[config.mk]
export PLATFORM = sky130hd
export DESIGN_NAME = weight_addr_gen
export DESIGN_NICKNAME = d
export VERILOG_FILES = /design/src/rtl/weight_addr_gen.sv
export SDC_FILE = /design/constraint.sdc
export NUM_CORES = 1
export LEC_CHECK = 0
export CORE_MARGIN = 5
export CORE_UTILIZATION = 53
export CTS_CLUSTER_DIAMETER = 60
export DETAILED_ROUTE_END_ITERATION = 8
export PLACE_DENSITY = 0.75
export SETUP_SLACK_MARGIN = 0.3
export SLEW_MARGIN = 15
export SYNTH_ARGS = -nofsm -noshare
export SYNTH_HDL_FRONTEND = slang
export SYNTH_SLANG_ARGS = --single-unit
[constraint.sdc]
create_clock -name clk -period 8.7 [get_ports clk]
set_input_delay 2.175 -clock clk [delete_from_list [all_inputs] [get_ports clk]]
set_output_delay 2.175 -clock clk [all_outputs]
set_load 0.005 [all_outputs]
[src/rtl/weight_addr_gen.sv]
// Weight-memory address generator: streams a TILE x TILE block of weight
// addresses over a valid/ready handshake, then pulses done for one cycle.
//
// Parameters:
//   ROW_STRIDE  words per weight row (row pitch)
//   DEPTH       weight memory depth in words, AW = $clog2(DEPTH)
//   TILE        tile edge length (>= 2), TW = $clog2(TILE)
//   IDX_W       width of the tile index inputs
// Ports:
//   clk, rst     clock, asynchronous active-high reset
//   start        begin a tile (sampled only in IDLE)
//   i, j, k      tile indices, latched when start is accepted
//   transpose    column-fast walk select (only with WADDR_TRANSPOSE_EN)
//   addr_ready   consumer accepts the current address
//   addr_valid   addr is valid
//   addr         weight address (truncated to AW bits)
//   last         current beat is the final beat of the tile
//   busy         high while streaming
//   done         one-cycle pulse after the final handshake
//   err          sticky out-of-range flag, cleared by the next start
// Build option:
//   WADDR_TRANSPOSE_EN  adds the transpose port and the column-fast walk

module weight_addr_gen #(
    parameter int ROW_STRIDE = 16,
    parameter int DEPTH      = 32,
    parameter int TILE       = 4,
    parameter int IDX_W      = 8,
    localparam int AW        = $clog2(DEPTH),
    localparam int TW        = $clog2(TILE)
) (
    input  logic             clk,
    input  logic             rst,
    input  logic             start,
    input  logic [IDX_W-1:0] i,
    input  logic [IDX_W-1:0] j,
    input  logic [IDX_W-1:0] k,
`ifdef WADDR_TRANSPOSE_EN
    input  logic             transpose,
`endif
    input  logic             addr_ready,
    output logic             addr_valid,
    output logic [AW-1:0]    addr,
    output logic             last,
    output logic             busy,
    output logic             done,
    output logic             err
);

    typedef enum logic [1:0] {
        IDLE = 2'd0,
        RUN  = 2'd1,
        DONE = 2'd2
    } state_t;

    localparam logic [31:0]   RS   = 32'(ROW_STRIDE);
    localparam logic [31:0]   TL   = 32'(TILE);
    localparam logic [31:0]   DP   = 32'(DEPTH);
    localparam logic [TW-1:0] TMAX = TW'(TILE - 1);

    state_t        state_q;
    state_t        state_d;
    logic [31:0]   base_q;
    logic [31:0]   base_d;
    logic [31:0]   offs;
    logic [31:0]   full;
    logic [TW-1:0] r_q;
    logic [TW-1:0] c_q;
    logic          err_q;
    logic          accept;
    logic          hs;
    logic          r_end;
    logic          c_end;
    logic          oor;
`ifdef WADDR_TRANSPOSE_EN
    logic          tr_q;
`endif

    // State register
    always_ff @(posedge clk or posedge rst) begin
        if (rst) begin
            state_q <= IDLE;
        end else begin
            state_q <= state_d;
        end
    end

    // Next-state and state-decoded outputs
    always_comb begin
        state_d    = state_q;
        addr_valid = 1'b0;
        busy       = 1'b0;
        done       = 1'b0;
        unique case (state_q)
            IDLE: begin
                if (start) begin
                    state_d = RUN;
                end
            end
            RUN: begin
                addr_valid = 1'b1;
                busy       = 1'b1;
                if (addr_ready && r_end && c_end) begin
                    state_d = DONE;
                end
            end
            DONE: begin
                done    = 1'b1;
                state_d = IDLE;
            end
            default: begin
                state_d = IDLE;
            end
        endcase
    end

    assign accept = (state_q == IDLE) && start;
    assign hs     = addr_valid && addr_ready;
    assign r_end  = (r_q == TMAX);
    assign c_end  = (c_q == TMAX);

    // Base is formed once per tile, in 32 bits, so overflow of the
    // memory range is still visible to the range check.
    assign base_d = RS * TL * 32'(i) * 32'(k) + TL * 32'(j);

`ifdef WADDR_TRANSPOSE_EN
    always_comb begin
        offs = RS * 32'(r_q) + 32'(c_q);
        if (tr_q) begin
            offs = RS * 32'(c_q) + 32'(r_q);
        end
    end
`else
    assign offs = RS * 32'(r_q) + 32'(c_q);
`endif

    assign full = base_q + offs;
    assign oor  = (full >= DP);

    // Tile context and walk counters; r is the fast counter
    always_ff @(posedge clk or posedge rst) begin
        if (rst) begin
            base_q <= '0;
            r_q    <= '0;
            c_q    <= '0;
            err_q  <= 1'b0;
`ifdef WADDR_TRANSPOSE_EN
            tr_q   <= 1'b0;
`endif
        end else if (accept) begin
            base_q <= base_d;
            r_q    <= '0;
            c_q    <= '0;
            err_q  <= 1'b0;
`ifdef WADDR_TRANSPOSE_EN
            tr_q   <= transpose;
`endif
        end else begin
            if (addr_valid && oor) begin
                err_q <= 1'b1;
            end
            if (hs) begin
                if (r_end) begin
                    r_q <= '0;
                    c_q <= c_end ? '0 : c_q + TW'(1);
                end else begin
                    r_q <= r_q + TW'(1);
                end
            end
        end
    end

    // Decoded from registered state only; the current out-of-range beat
    // raises err in the same cycle it is presented.
    assign addr = addr_valid ? full[AW-1:0] : '0;
    assign last = addr_valid && r_end && c_end;
    assign err  = err_q || (addr_valid && oor);

endmodule

Word level (Yosys, flattened, before mapping)
Index checks and enable logic that the tools add are counted.
{"block": "word_totals", "regBits": 39, "in_bits": 28, "word_cells": 47}
{"block": "classes", "n_addsub": 5, "mul": 1, "magnitude_cmp": 1, "n_eq_ne": 6, "n_mux": 15, "n_reduce_logical": 14}
{"operator": "adder 32 x 7 -> 32 bit", "count": 1}
{"operator": "greater-or-equal comparator 32 x 6 -> 1 bit, second input constant", "count": 1}
{"operator": "adder 22 x 10 -> 23 bit", "count": 1}
{"operator": "2-to-1 mux 2 bit", "count": 9}
{"operator": "multiplier 8 x 8 -> 16 bit", "count": 1}
{"operator": "adder 6 x 2 -> 7 bit", "count": 1}
{"operator": "logical AND 1 bit", "count": 7}
{"operator": "equality test 2 bit, second input constant", "count": 3}
{"operator": "nonzero test 2 bit", "count": 3}
{"operator": "2-to-1 mux 5 bit", "count": 1}
{"operator": "adder 2 x 1 -> 2 bit, second input constant", "count": 2}
{"operator": "2-to-1 mux 1 bit", "count": 4}
{"operator": "!= test 2 bit, second input constant", "count": 2}
{"operator": "one-hot mux 2 bit (2 select lines)", "count": 1}
{"operator": "AND reduction 2 bit", "count": 2}
{"operator": "equality test 2 x 1 -> 1 bit, second input constant", "count": 1}
{"operator": "logical NOT 2 bit", "count": 1}
{"operator": "logical OR 1 bit", "count": 1}

Logic depth before layout (Yosys ltp)
Gate-level depths: netlist (run 1).
{"block": "logic_depth", "depth_word": 6, "depth_mapped": 17}

Worst setup path before layout (run 1)
Ideal clock, no wire load.
{"block": "synth_path", "path_kind": "input to register", "start": "input port i[0]", "end": "register base_q[20]", "arrival_ns": 6.269, "required_ns": 8.576, "slack_ns": 2.307, "path_stages": 16, "path_cell_list": "nand2_1 -> fa_1 -> fa_1 -> inv_1 -> fa_1 -> inv_1 -> fa_1 -> inv_1 -> ha_1 -> a2111oi_2 -> o21ai_2 -> a311o_1 -> nand3_1 -> nor3_2 -> and3_1 -> a211o_1"}
{"block": "synth_between", "elab_chain_len": 2}
{"item": "start, declared", "line": "35", "rtl": "input logic [IDX_W-1:0] i,"}
{"item": "multiplier 8 x 8 -> 16 bit", "line": "124", "rtl": "assign base_d = RS * TL * 32'(i) * 32'(k) + TL * 32'(j);"}
{"item": "adder 22 x 10 -> 23 bit", "line": "124"}
{"item": "end signal, assigned", "line": "151", "rtl": "base_q <= base_d;"}
{"item": "end, declared", "line": "63", "rtl": "logic [31:0] base_q;"}
Every way passes these cells.
A chain may end at the register's enable or synchronous reset.

Worst setup path after layout (run 1)
Same ends and word-level chain as after synthesis.

==> run summary, run 1 <==
Outcome
• complete, no violations — run status

Power and ir drop
• 0.00219 uW — total leakage power
• 0.143 mV — Max IR drop VDD
• 252 mW/mm2 — power density of the placed cells

Route
• 3.80 mm — DR WL met2
• 326 um — routed wl met3
• 7.79 mm — post-detailed-routing wire length
• 5.41 — mean number of vias per cell
• 0 — residual antenna-violating net count after detailed routing
• 13.2 um — drt wl/cell
• 4 — length of the first detailed-routing pass in iterations
• met4 — max layer used
• 0 — remaining design rule violation count
• 136 — drt first-iter violations
• 3,185 — vias after detailed routing
• 3.61 mm — detailed-routing wirelength on met1

Clock network
• 0.10 ns — clock slew at the register clock pins of the worst setup and hold paths
• 28 — number of clock sinks
• 0.28 ns — clock latency of the later-clocked register in the worst-skew pair
• 3 — total CTS buffers
• 0 — total of hold buffers inserted after clock tree synthesis
• yes — clock tree from TritonCTS
• 0 — post-CTS setup-driven buffer insertion count
• sky130_fd_sc_hd__clkbuf_8 — clock tree root driver cell
• 2 — deepest clock path buffer count
• 0 — post-CTS resize count
• 1 — H-tree lvl count

GRT
• 0 — number of antenna violations at the first check in global routing
• 0.172 — total routing resource utilization after global routing
• 14.0 mm — global-route wire length before repair
• 0 — total congestion overflow after global routing
• 36 — maximum number of pins on one net before global-route repair
• 3,148 — via count of the first global-routing pass

Synth
• 0.00402 mm2 — mapped cell area
• 0 — Post-synth EDFFs
• 28 — flip-flop and latch count after synthesis
• sky130_fd_sc_hd__dfrtp_1 — predominant post-synthesis flop cell
• 454 — cells after synthesis
• 0.174 — portion of the post-synthesis area used by sequential elements
• 58 — library cells used by synthesis
• 1.00 — fraction of registers with async set/reset
• 8.85 um2 — average instance area after synthesis
• 565 — synthesized netlist net count
• 0 — Synth warnings

Die
• 38 — IO Count
• 97.1 um — die width
• 0.00733 mm2 — standard cell core area
• 31 — cell row count
• 97.1 um — Die Height
• 0.548 — starting density of the core
• 0.00942 mm2 — Die ar.

Critical path
• 0.60 ns — max incr delay on CP
• i[0] — Worst Setup SP
• 4 — buffers plus inverters on the worst setup path
• 7.14 ns — Critical Path AT
• sky130_fd_sc_hd__fa_1 — most frequent cell on the critical path
• primary input to flop — path type of the worst setup path
• clkdlybuf4s50_1 -> nand2_1 -> fa_1 -> fa_1 -> inv_1 -> fa_1 -> inv_1 -> fa_1 -> inv_1 -> ha_1 -> a2111oi_2 -> o21ai_1 -> a21boi_2 -> o211ai_2 -> nor3_2 -> nor2_1 -> a211o_1 — sequence of cells on the critical path
• 8 — peak fanout along the critical path
• adder cells — largest delay contributor family on the critical path
• r_q[0] — critical register-to-register path startpoint
• flop — CP Capture Type
• 8.88 ns — required time of the critical path
• primary input — Worst setup SP type
• sky130_fd_sc_hd__clkdlybuf4s50_1 — cell with the biggest individual delay on the critical path

Cells and area
• 0.00308 mm2 — multi-input gate area in the final layout
• 13.6% — synthesis-to-finish area growth
• sky130_fd_sc_hd__and2_1 — most common library cell in the layout ignoring fill and taps
• 62 x sky130_fd_sc_hd__and2_1, 60 x sky130_fd_sc_hd__nand2_1, 55 x sky130_fd_sc_hd__inv_1 — commonest cells after routing, fill and taps aside
• 589 — final cell count without fillers
• 701 um2 — Sequential Area
• 621 — number of filler instances in the final layout
• 602 — final net count
• 0.0612 — share of cells above drive strength 1
• 0 — number of antenna diodes

Timing
• 0 — final number of setup-violating endpoints
• 6.96 ns — Period minus WS final
• 0.994 ns — slew at the pin with the worst max-slew slack
• 0.144 GHz — Fmax
• 0.333 — Slew Limit Headroom
• 0 — Slew Viols, Final
• 0.00924 ns — Fin Clk Skew
• 0.800 — share of the cycle needed by the critical path after routing
• false — unrepaired setup endpoints after global routing
• 0 ns — setup tns final
• 0 — number of hold violations in the final report

Placement
• 585 — Post-Place Cells
• 37 — count of input and output buffers
• 6.57 mm — DP HPWL
• 0.836 — final weighted congestion in routability-driven placement

Min path
• base_q[3] — start point of the worst hold path
• flop to flop — type of the most critical hold path

Job
• 0 — total of max-cap violations

routing by layer:
| metal | up-vias | global-route usage |
|---|---|---|
| met2 | 60 | 0.292 |
| met4 | 0 | 0.0313 |
| met5 | - | 0 |
| li1 | 1582 | - |
| met3 | 5 | 0.0215 |
| met1 | 1538 | 0.237 |
final timing paths:
kind                                    to  slack (ns)  depth (start not counted)
worst min register to register   base_q[3]        0.47                          2
worst max register to register       err_q        5.95                          9
max in group asynchronous        base_q[6]        5.94                          2
worst max-delay path            base_q[20]        1.74                         17
worst min-delay path             base_q[3]        0.47                          2
min in group asynchronous       base_q[22]        2.30                          2
tightest hold or removal path, cell delays in order (launching register included):
cell and delay, ns:
sky130_fd_sc_hd__dfrtp_1 0.34, sky130_fd_sc_hd__nand2_1 0.05, sky130_fd_sc_hd__nand2_1 0.06
metrics by stage:
stage	instance area [um2]	hold WS [ns]	util	power, uW	setup slack [ns]
global placement	4490	0.449	0.613	1030	1.51
CTS	4570	0.476	0.623	1160	1.74
floorplan	4020	0.437	-	863	2.31
global route	4570	0.502	0.623	1280	1.46
detailed placement	4490	0.454	0.613	1050	1.42
finish	4570	0.473	0.623	1150	1.74
power by group:
part           total (uW)  switching, uW  internal (uW)
logic                 808            460            348
registers             241           56.6            184
clock network         103           41.2           61.7
cell usage after synthesis (2+ instances only):
master	n	share of area
sky130_fd_sc_hd__inv_1	56	0.052
sky130_fd_sc_hd__nor2b_1	2	0.0031
sky130_fd_sc_hd__nand3_1	13	0.016
sky130_fd_sc_hd__ha_1	45	0.14
sky130_fd_sc_hd__o21ai_1	5	0.0062
sky130_fd_sc_hd__o21a_1	3	0.0056
sky130_fd_sc_hd__o211ai_1	2	0.0037
sky130_fd_sc_hd__o21ai_0	15	0.019
sky130_fd_sc_hd__a21oi_1	15	0.019
sky130_fd_sc_hd__nand2_1	60	0.056
sky130_fd_sc_hd__a2111oi_2	2	0.0075
sky130_fd_sc_hd__a21o_1	4	0.0075
sky130_fd_sc_hd__xnor2_1	9	0.020
sky130_fd_sc_hd__nor3_2	2	0.0050
sky130_fd_sc_hd__clkbuf_1	5	0.0047
sky130_fd_sc_hd__fa_1	38	0.19
sky130_fd_sc_hd__o21ai_2	2	0.0044
sky130_fd_sc_hd__and3_1	4	0.0062
sky130_fd_sc_hd__nand4_1	2	0.0031
sky130_fd_sc_hd__o32a_1	3	0.0075
sky130_fd_sc_hd__and2_1	62	0.097
sky130_fd_sc_hd__mux2i_1	3	0.0075
sky130_fd_sc_hd__nor3_1	7	0.0087
sky130_fd_sc_hd__dfrtp_1	28	0.17
sky130_fd_sc_hd__xor2_1	14	0.031
sky130_fd_sc_hd__nor2_1	16	0.015
sky130_fd_sc_hd__nor4_1	2	0.0031
sky130_fd_sc_hd__a211o_1	3	0.0065
sky130_fd_sc_hd__nor4_2	2	0.0062
sky130_fd_sc_hd__and4_1	2	0.0044
final cells by class:
cell class / count / area share
multi-input cells: 364 / 0.675
flip-flops and latches: 28 / 0.153
repair buffers: 38 / 0.0828
inverters: 56 / 0.0460
well taps: 99 / 0.0271
clock buffers: 3 / 0.00904
clock inverters: 1 / 0.00658
sequential cells by signal, indices dropped and copies added (netlist names):
signal,count
state_q,2
err_q,1
c_q,2
base_q,21
r_q,2
cells by family after synthesis:
family / share of synthesized area
AND/OR/NAND/NOR: 0.245
flip-flops: 0.174
AO/OA/AOI/OAI: 0.128
buffers and inverters: 0.0588
multiplexers: 0.0103
XOR/XNOR: 0.0542
adder cells (fa/ha/maj): 0.329
Note: power is estimated with default switching activity, not from simulation.
==> inputs of run 2 (changes only) <==
clock period = 6.44 ns   (was 8.7 ns; I/O delays follow)
==> run summary, run 2 (synthesis results as in run 1) <==
Die
• 0.548 — starting density of the core
• 97.1 um — die width
• 31 — cell row count
• 0.00733 mm2 — standard cell core area
• 97.1 um — Die Height
• 38 — IO Count
• 0.00942 mm2 — Die ar.

Critical path
• flop — CP Capture Type
• 6.60 ns — required time of the critical path
• 5 — buffers plus inverters on the worst setup path
• sky130_fd_sc_hd__fa_1 — most frequent cell on the critical path
• sky130_fd_sc_hd__fa_1 — cell with the biggest individual delay on the critical path
• dlygate4sd2_1 -> buf_4 -> and2_1 -> fa_1 -> fa_1 -> fa_1 -> inv_1 -> fa_1 -> inv_1 -> ha_4 -> a2111oi_4 -> o21ai_4 -> a32oi_2 -> nand3_2 -> buf_4 -> nor4_4 -> xor2_1 -> o21ai_1 — sequence of cells on the critical path
• 6 — peak fanout along the critical path
• primary input — Worst setup SP type
• err_q — Reg-to-Reg End
• primary input to flop — path type of the worst setup path
• r_q[0] — critical register-to-register path startpoint
• 6.18 ns — Critical Path AT
• 9 — reg2reg path depth
• adder cells — largest delay contributor family on the critical path
• 0.56 ns — max incr delay on CP
• 3.70 ns — Reg2Reg Setup Slack

Timing
• 6.02 ns — Period minus WS final
• 0.0130 ns — Fin Clk Skew
• 0.349 — Slew Limit Headroom
• 0 — number of hold violations in the final report
• 0 — Slew Viols, Final
• 0.420 ns — fin worst setup slack
• 0.935 — share of the cycle needed by the critical path after routing
• true — unrepaired setup endpoints after global routing
• 0 — final number of setup-violating endpoints
• 0.166 GHz — Fmax
• 0.970 ns — slew at the pin with the worst max-slew slack
• 0 ns — setup tns final

Placement
• -0.199 ns — post-placement worst setup slack
• 37 — count of input and output buffers
• 0.00478 mm2 — Post-Place Cell Area
• 0.833 — final weighted congestion in routability-driven placement
• 622 — Post-Place Cells
• 7.09 mm — DP HPWL

GRT
• 0.182 — total routing resource utilization after global routing
• 0 — number of antenna violations at the first check in global routing
• 36 — maximum number of pins on one net before global-route repair
• 3,286 — via count of the first global-routing pass
• 0 — total congestion overflow after global routing
• 14.8 mm — global-route wire length before repair

Cells and area
• 631 — final cell count without fillers
• 0.00319 mm2 — multi-input gate area in the final layout
• 701 um2 — Sequential Area
• 0.00501 mm2 — final design instance area without fill
• 62 x sky130_fd_sc_hd__and2_1, 56 x sky130_fd_sc_hd__nand2_1, 55 x sky130_fd_sc_hd__inv_1 — commonest cells after routing, fill and taps aside
• 24.6% — synthesis-to-finish area growth
• 573 — number of filler instances in the final layout
• 0 — number of antenna diodes
• 21 — flip-flop count of the largest register, all copies and words added
• 0.164 — share of cells above drive strength 1
• 644 — final net count
• base_q — largest reg by FF count
• sky130_fd_sc_hd__and2_1 — most common library cell in the layout ignoring fill and taps

Clock network
• 28 — number of clock sinks
• 1 — H-tree lvl count
• 0.10 ns — clock slew at the register clock pins of the worst setup and hold paths
• 0.29 ns — clock latency of the later-clocked register in the worst-skew pair
• sky130_fd_sc_hd__clkbuf_8 — clock tree root driver cell
• 2 — deepest clock path buffer count
• 3 — total CTS buffers
• yes — clock tree from TritonCTS

Route
• 4 — length of the first detailed-routing pass in iterations
• 5.31 — mean number of vias per cell
• 3,353 — vias after detailed routing
• 8.61 mm — post-detailed-routing wire length
• 0 — remaining design rule violation count
• 0 — residual antenna-violating net count after detailed routing
• 13.7 um — drt wl/cell
• 161 — drt first-iter violations

Power and ir drop
• 0.00247 uW — total leakage power
• 371 mW/mm2 — power density of the placed cells
• 0.205 mV — Max IR drop VDD

Outcome
• complete, no violations — run status

Min path
• base_q[3] — start point of the worst hold path
• flop to flop — type of the most critical hold path
• base_q[3] — worst hold path endpoint
• 2 — Min-Delay Path Depth

Job
• 0 — total of max-cap violations

[run 2: where the power goes]
group	total, uW	switching (uW)	internal [uW]	leakage [uW]
registers	325	76.4	248	0.000348
clock network	141	57.9	83.4	0.0000357
logic	1390	726	666	0.00208
total	1860	860	997	0.00247
[run 2: final cells by class]
cell class / count / area share
Sequential cell: 28 / 0.140
Multi-Input combinational cell: 364 / 0.637
Timing Repair Buffer: 80 / 0.142
Tap cell: 99 / 0.0247
Inverter: 56 / 0.0420
Clock buffer: 3 / 0.00825
Clock inverter: 1 / 0.00600
[run 2: worst max path at each step]
stage          start    endpoint  slack [ns]  depth (start not counted)
2_1_floorplan   i[0]  base_q[20]        0.61                         16
3_3_place_gp    k[7]  base_q[20]       -0.04                         17
3_5_place_dp    i[2]  base_q[20]       -0.20                         17
4_1_cts         i[0]  base_q[20]        0.30                         19
5_1_grt         i[2]  base_q[20]        0.27                         19
6_report        k[7]  base_q[21]        0.42                         18
[run 2: worst register-to-register path: cells and delay by family (launching register included)]
kind / cells / cell delay [ns]
AOI/OAI and AO/OA: 2 / 0.71
and+or+nand+nor: 4 / 0.59
xor gates and xnor gates: 1 / 0.21
DFF: 1 / 0.43
adders and majority gates: 2 / 0.68
[run 2: per-stage QoR]
step	power (uW)	hold slack [ns]	utilization
floorplan	1170	0.437	-
global placement	1520	0.449	0.653
detailed placement	1570	0.459	0.653
CTS	1800	0.483	0.672
global route	2040	0.519	0.683
finish	1860	0.481	0.683
[run 2: metal layers]
metal  part of all wire  wire length [um]  vias to the layer above  GRT usage
met3              0.038               331                        6     0.0266
met1               0.46              3940                     1635      0.249
met5                  0                 0                        -          0
met4             0.0042                36                        0     0.0216
met2               0.50              4310                       48      0.315
li1                   -                 -                     1664          -
[run 2: timing repair]
| item | in CTS | in global routing |
|---|---|---|
| setup buffers | 4 | 1 |
| cloned | 0 | 0 |
| resized for setup | 15 | 23 |
| setup endpoints to repair | 7 | 7 |
| pin swaps | 8 | 16 |
| hold buffers | 0 | 0 |
==> inputs of run 3 (changes only) <==
SKIP_LAST_GASP = 1   (was not set)
==> results of run 3 <==
The final DEF is identical to that of run 2; final timing and power are the same.
==> edit 1: new RTL, config.mk and constraints of run 3 <==
Build with the macro `WADDR_TRANSPOSE_EN` defined.
--- a/src/rtl/weight_addr_gen.sv
+++ b/src/rtl/weight_addr_gen.sv
@@ -20,6 +20,8 @@
 //   err          sticky out-of-range flag, cleared by the next start
 // Build option:
 //   WADDR_TRANSPOSE_EN  adds the transpose port and the column-fast walk
+
+`define WADDR_TRANSPOSE_EN
 
 module weight_addr_gen #(
     parameter int ROW_STRIDE = 16,
Ports: changed (added transpose); port bits go from 38 to 39. No check against the original RTL was run, so the function may have changed too.
==> edit 1 against run 3 <==
Routed wire length grew 17%. Final area increased by 8.7%. Setup slack improved by 44 ps. Sequential cell count is 1 higher. Combinational power grew 23%. Synthesized area is 7.8% higher. Total power up 20%. Clock skew shrank 7.9 ps. Critical endpoint unchanged. Highest routed layer unchanged.
==> edit 1: results (changes against run 3) <==
nFillCells: 652  # +14%
postCtsSetupBuffers: 1  # -3
crit_path_top_delay_cell: "fa_1"
dp.cells: 689  # +11%
synth_cells: 505  # +11%
dp_hpwl_um: 8187  # +16%
yosysUniqueCellTypes: 60  # +3.4%
slew_headroom_pct: 33.32  # -1.6 points
gp_congestion: 0.8275  # -0.62%
r2r_start: "tr_q"
crit_fanout: 4  # -2
htreeDepth: 2  # +1
largest_register_ffs: 21  # unchanged
path_clk_slew_ps: 60  # -40 ps
synthAdderAreaFrac_pct: 30.26  # -2.7 points
drive_gt1_share_pct: 20.64  # +4.3 points
wl_per_cell_um: 14.40  # +5.4%
grt_pass1_wl_um: 17530  # +18%
dpl_worst_slack_ps: -218.6  # -20.12 ps
wl_met2_um: 5152  # +20%
status: "completed"
wl_met3_um: 348  # +5.1%
grt.total_usage_pct: 20.68  # +2.4 points
layout.nets: 706  # +9.6%
yosysTopAreaCell: "fa_1"
vias_per_cell: 5.491  # +3.3%
synthTopCellsByArea: "fa_1 (18%), dfrtp_1 (17%), ha_1 (13%)"
clk_latency_ps: 280
yosys.area_share.xor_xnor_pct: 4.649  # -0.77 points
ir_drop_mv: 0.1894  # -7.5%
startpoint: "k[3]"
grt_pass1_vias: 3950  # +20%
placed_area_sq_um: 5195  # +8.6%
numCtsBuffers: 5  # +2
wl_met1_um: 4556  # +16%
synth_commonest_cells: "nand2_1 (66), and2_1 (63), inv_1 (56)"
ys.flop_type: "dfrtp_1"
stdcell_count: 701  # +11%
seq_area_frac_synth_pct: 16.75  # -0.69 points
drtIter0Drc: 161  # unchanged
top_register: "base_q"
syn_nets: 616  # +9.0%
port_buffers: 38  # +2.7%
skew_ps: 5.146  # -7.875 ps
synth_compound_area_share_pct: 15.28  # +2.4 points
cp_slowest_stage_delay_ps: 530  # -30 ps
yosys_warnings: 0  # unchanged
grt_max_degree: 34  # -5.6%
p_leak_nw: 2.634  # +6.8%
arrival_ps: 6100  # -80 ps
cts_resized: 32  # +17
synth_mux_area_share_pct: 2.917  # +1.9 points
==> edit 1: layer usage <==
layer  GRT usage (%)  vias to the layer above
li1                -                     1896
met1           28.25                     1874
met2           36.44                       74
met3           2.571                        5
met4           1.865                        0
met5               0                        -
==> edit 1: cell type report <==
class	instances	area, sq um	share of cell area, %
Clock inverter	1	5.005	0.09198
Multi-Input combinational cell	404	3480	63.95
Sequential cell	29	725.7	13.34
Inverter	56	210.2	3.863
Timing Repair Buffer	99	793.3	14.58
Clock buffer	7	96.34	1.771
Tap cell	105	131.4	2.414
==> edit 1: worst paths after layout <==
check	slack [ps]	to	depth (start not counted)
worst max-delay path	460	base_q[21]	17
worst min-delay path	490	base_q[3]	2
worst max register to register	3620	err_q	9
worst min register to register	490	base_q[3]	2
max in group asynchronous	4300	base_q[21]	2
min in group asynchronous	1730	base_q[3]	2
==> edit 1: power breakdown <==
part | switching [mW] | internal [mW]
clock network | 0.0717 | 0.0965
logic | 0.850 | 0.862
registers | 0.0902 | 0.259
==> edit 2: new RTL, settings of run 3 <==
Without the edit above. Make the reset (`rst`) synchronous in 2 clocked blocks. Comments in the files are not updated.
--- a/src/rtl/weight_addr_gen.sv
+++ b/src/rtl/weight_addr_gen.sv
@@ -77,7 +77,7 @@
 `endif
 
     // State register
-    always_ff @(posedge clk or posedge rst) begin
+    always_ff @(posedge clk) begin
         if (rst) begin
             state_q <= IDLE;
         end else begin
@@ -138,7 +138,7 @@
     assign oor  = (full >= DP);
 
     // Tile context and walk counters; r is the fast counter
-    always_ff @(posedge clk or posedge rst) begin
+    always_ff @(posedge clk) begin
         if (rst) begin
             base_q <= '0;
             r_q    <= '0;
Function: differs if rst is asserted again (counterexample within 4 cycles, from zero or initial values and one cycle with rst high); with rst held inactive, the same outputs for 10 cycles.
==> edit 2 against run 3 <==
Routed wire length about the same. Sequential cell count unchanged. Count of clock-buffer cells in the layout unchanged. First-iteration DRC count is 32% lower. Final area is 3.9% lower. Critical endpoint is now base_q[20]. Combinational power down 19%. Critical path type unchanged. Total power shrank 18%. Global-route usage is 0.55 points higher. Synthesized area down 1.9%. Sequential power down 24%. Clock skew is 6.7 ps lower. Setup slack improved by 15 ps. Non-clock buffer count down 8.
==> edit 2: results (changes against run 3) <==
ys.flop_type: "dfxtp_1"
worstReg2RegEnd: "err_q"
status: "completed"
yosysUniqueCellTypes: 54  # -6.9%
synth_commonest_cells: "and2_1 (62), inv_1 (56), ha_1 (45)"
r2r_slack_ps: 3940  # +240 ps
slew_headroom_pct: 41.10  # +6.2 points
clkPwrFrac_pct: 9.1  # +1.5 points
drtIter0Drc: 109  # -32%
netlist_area_sq_um: 3944  # -1.9%
dpl_worst_slack_ps: -144.2  # +54.32 ps
vias: 3412  # +1.8%
clk_share_pct: 1.482  # +0.058 points
crit_fanout: 10  # +4
endpoint: "base_q[20]"
hold_end: "base_q[3]"
layout.nets: 650  # +0.93%
syn_to_final_growth_pct: 21.99
dp_hpwl_um: 7153  # +0.94%
synthTopCellsByArea: "fa_1 (19%), ha_1 (14%), dfxtp_1 (14%)"
syn_nets: 583  # +3.2%
seq_area_sq_um: 560.5  # -20%
reg2reg_depth: 10  # +1
whs_ps: 481.6  # +0.2420 ps
timing.final.ws_setup_ps: 435.0  # +14.66 ps
multi_input_area_share_pct: 66.76  # +3.0 points
hold_depth: 1  # -1
wl_per_cell_um: 13.52  # -0.96%
non_clock_buffer_count: 72  # -10%
ir_drop_mv: 0.1534  # -25%
r2r_start: "r_q[0]"
grt.total_usage_pct: 18.77  # +0.55 points
dp.cells: 630  # +1.3%
p_comb_share_pct: 74.5  # -0.4 points
startpoint: "i[0]"
p_leak_nw: 2.243  # -9.0%
intPower_mw: 0.8410  # -16%
min_from: "base_q[3]"
largest_register_ffs: 21  # unchanged
num-multi-input-gates: 378  # +3.8%
async_reset_ff_share_pct: 0  # -100 points
placed_area_sq_um: 4623  # -3.4%
## edit 2: metal layers
layer	track usage [%]	up-vias	wire length, um
li1	-	1707	-
met1	25.57	1646	4136
met2	32.37	52	4103
met3	2.893	7	330
met4	1.896	0	42
met5	0	-	0
## edit 2: repair_timing
action                     in CTS  in global routing
pin swaps                       3                 16
resized for setup              13                 18
buffers inserted                2                  1
setup endpoints to repair       6                  8
## edit 2: logic make-up (layout without fill, tap and decap cells)
logic type | after synthesis | in the layout | synth area share (%)
compound gates | 79 | 79 | 13.99
xor+xnor | 25 | 25 | 5.552
fa+ha+maj | 83 | 83 | 33.57
buf+inv | 66 | 132 | 6.726
flops | 28 | 28 | 14.21
mux | 1 | 1 | 0.2538
simple gates | 190 | 190 | 25.70
## edit 2: worst register-to-register path, stage by stage (launching register included)
cell and delay [ps]:
dfxtp_1 390, ha_1 210, fa_1 200, nand2_1 80, nor2_1 240, nand4_1 200, xnor2_1 170, nor4b_1 300
a31oi_1 90, o32a_1 370, and2_1 140
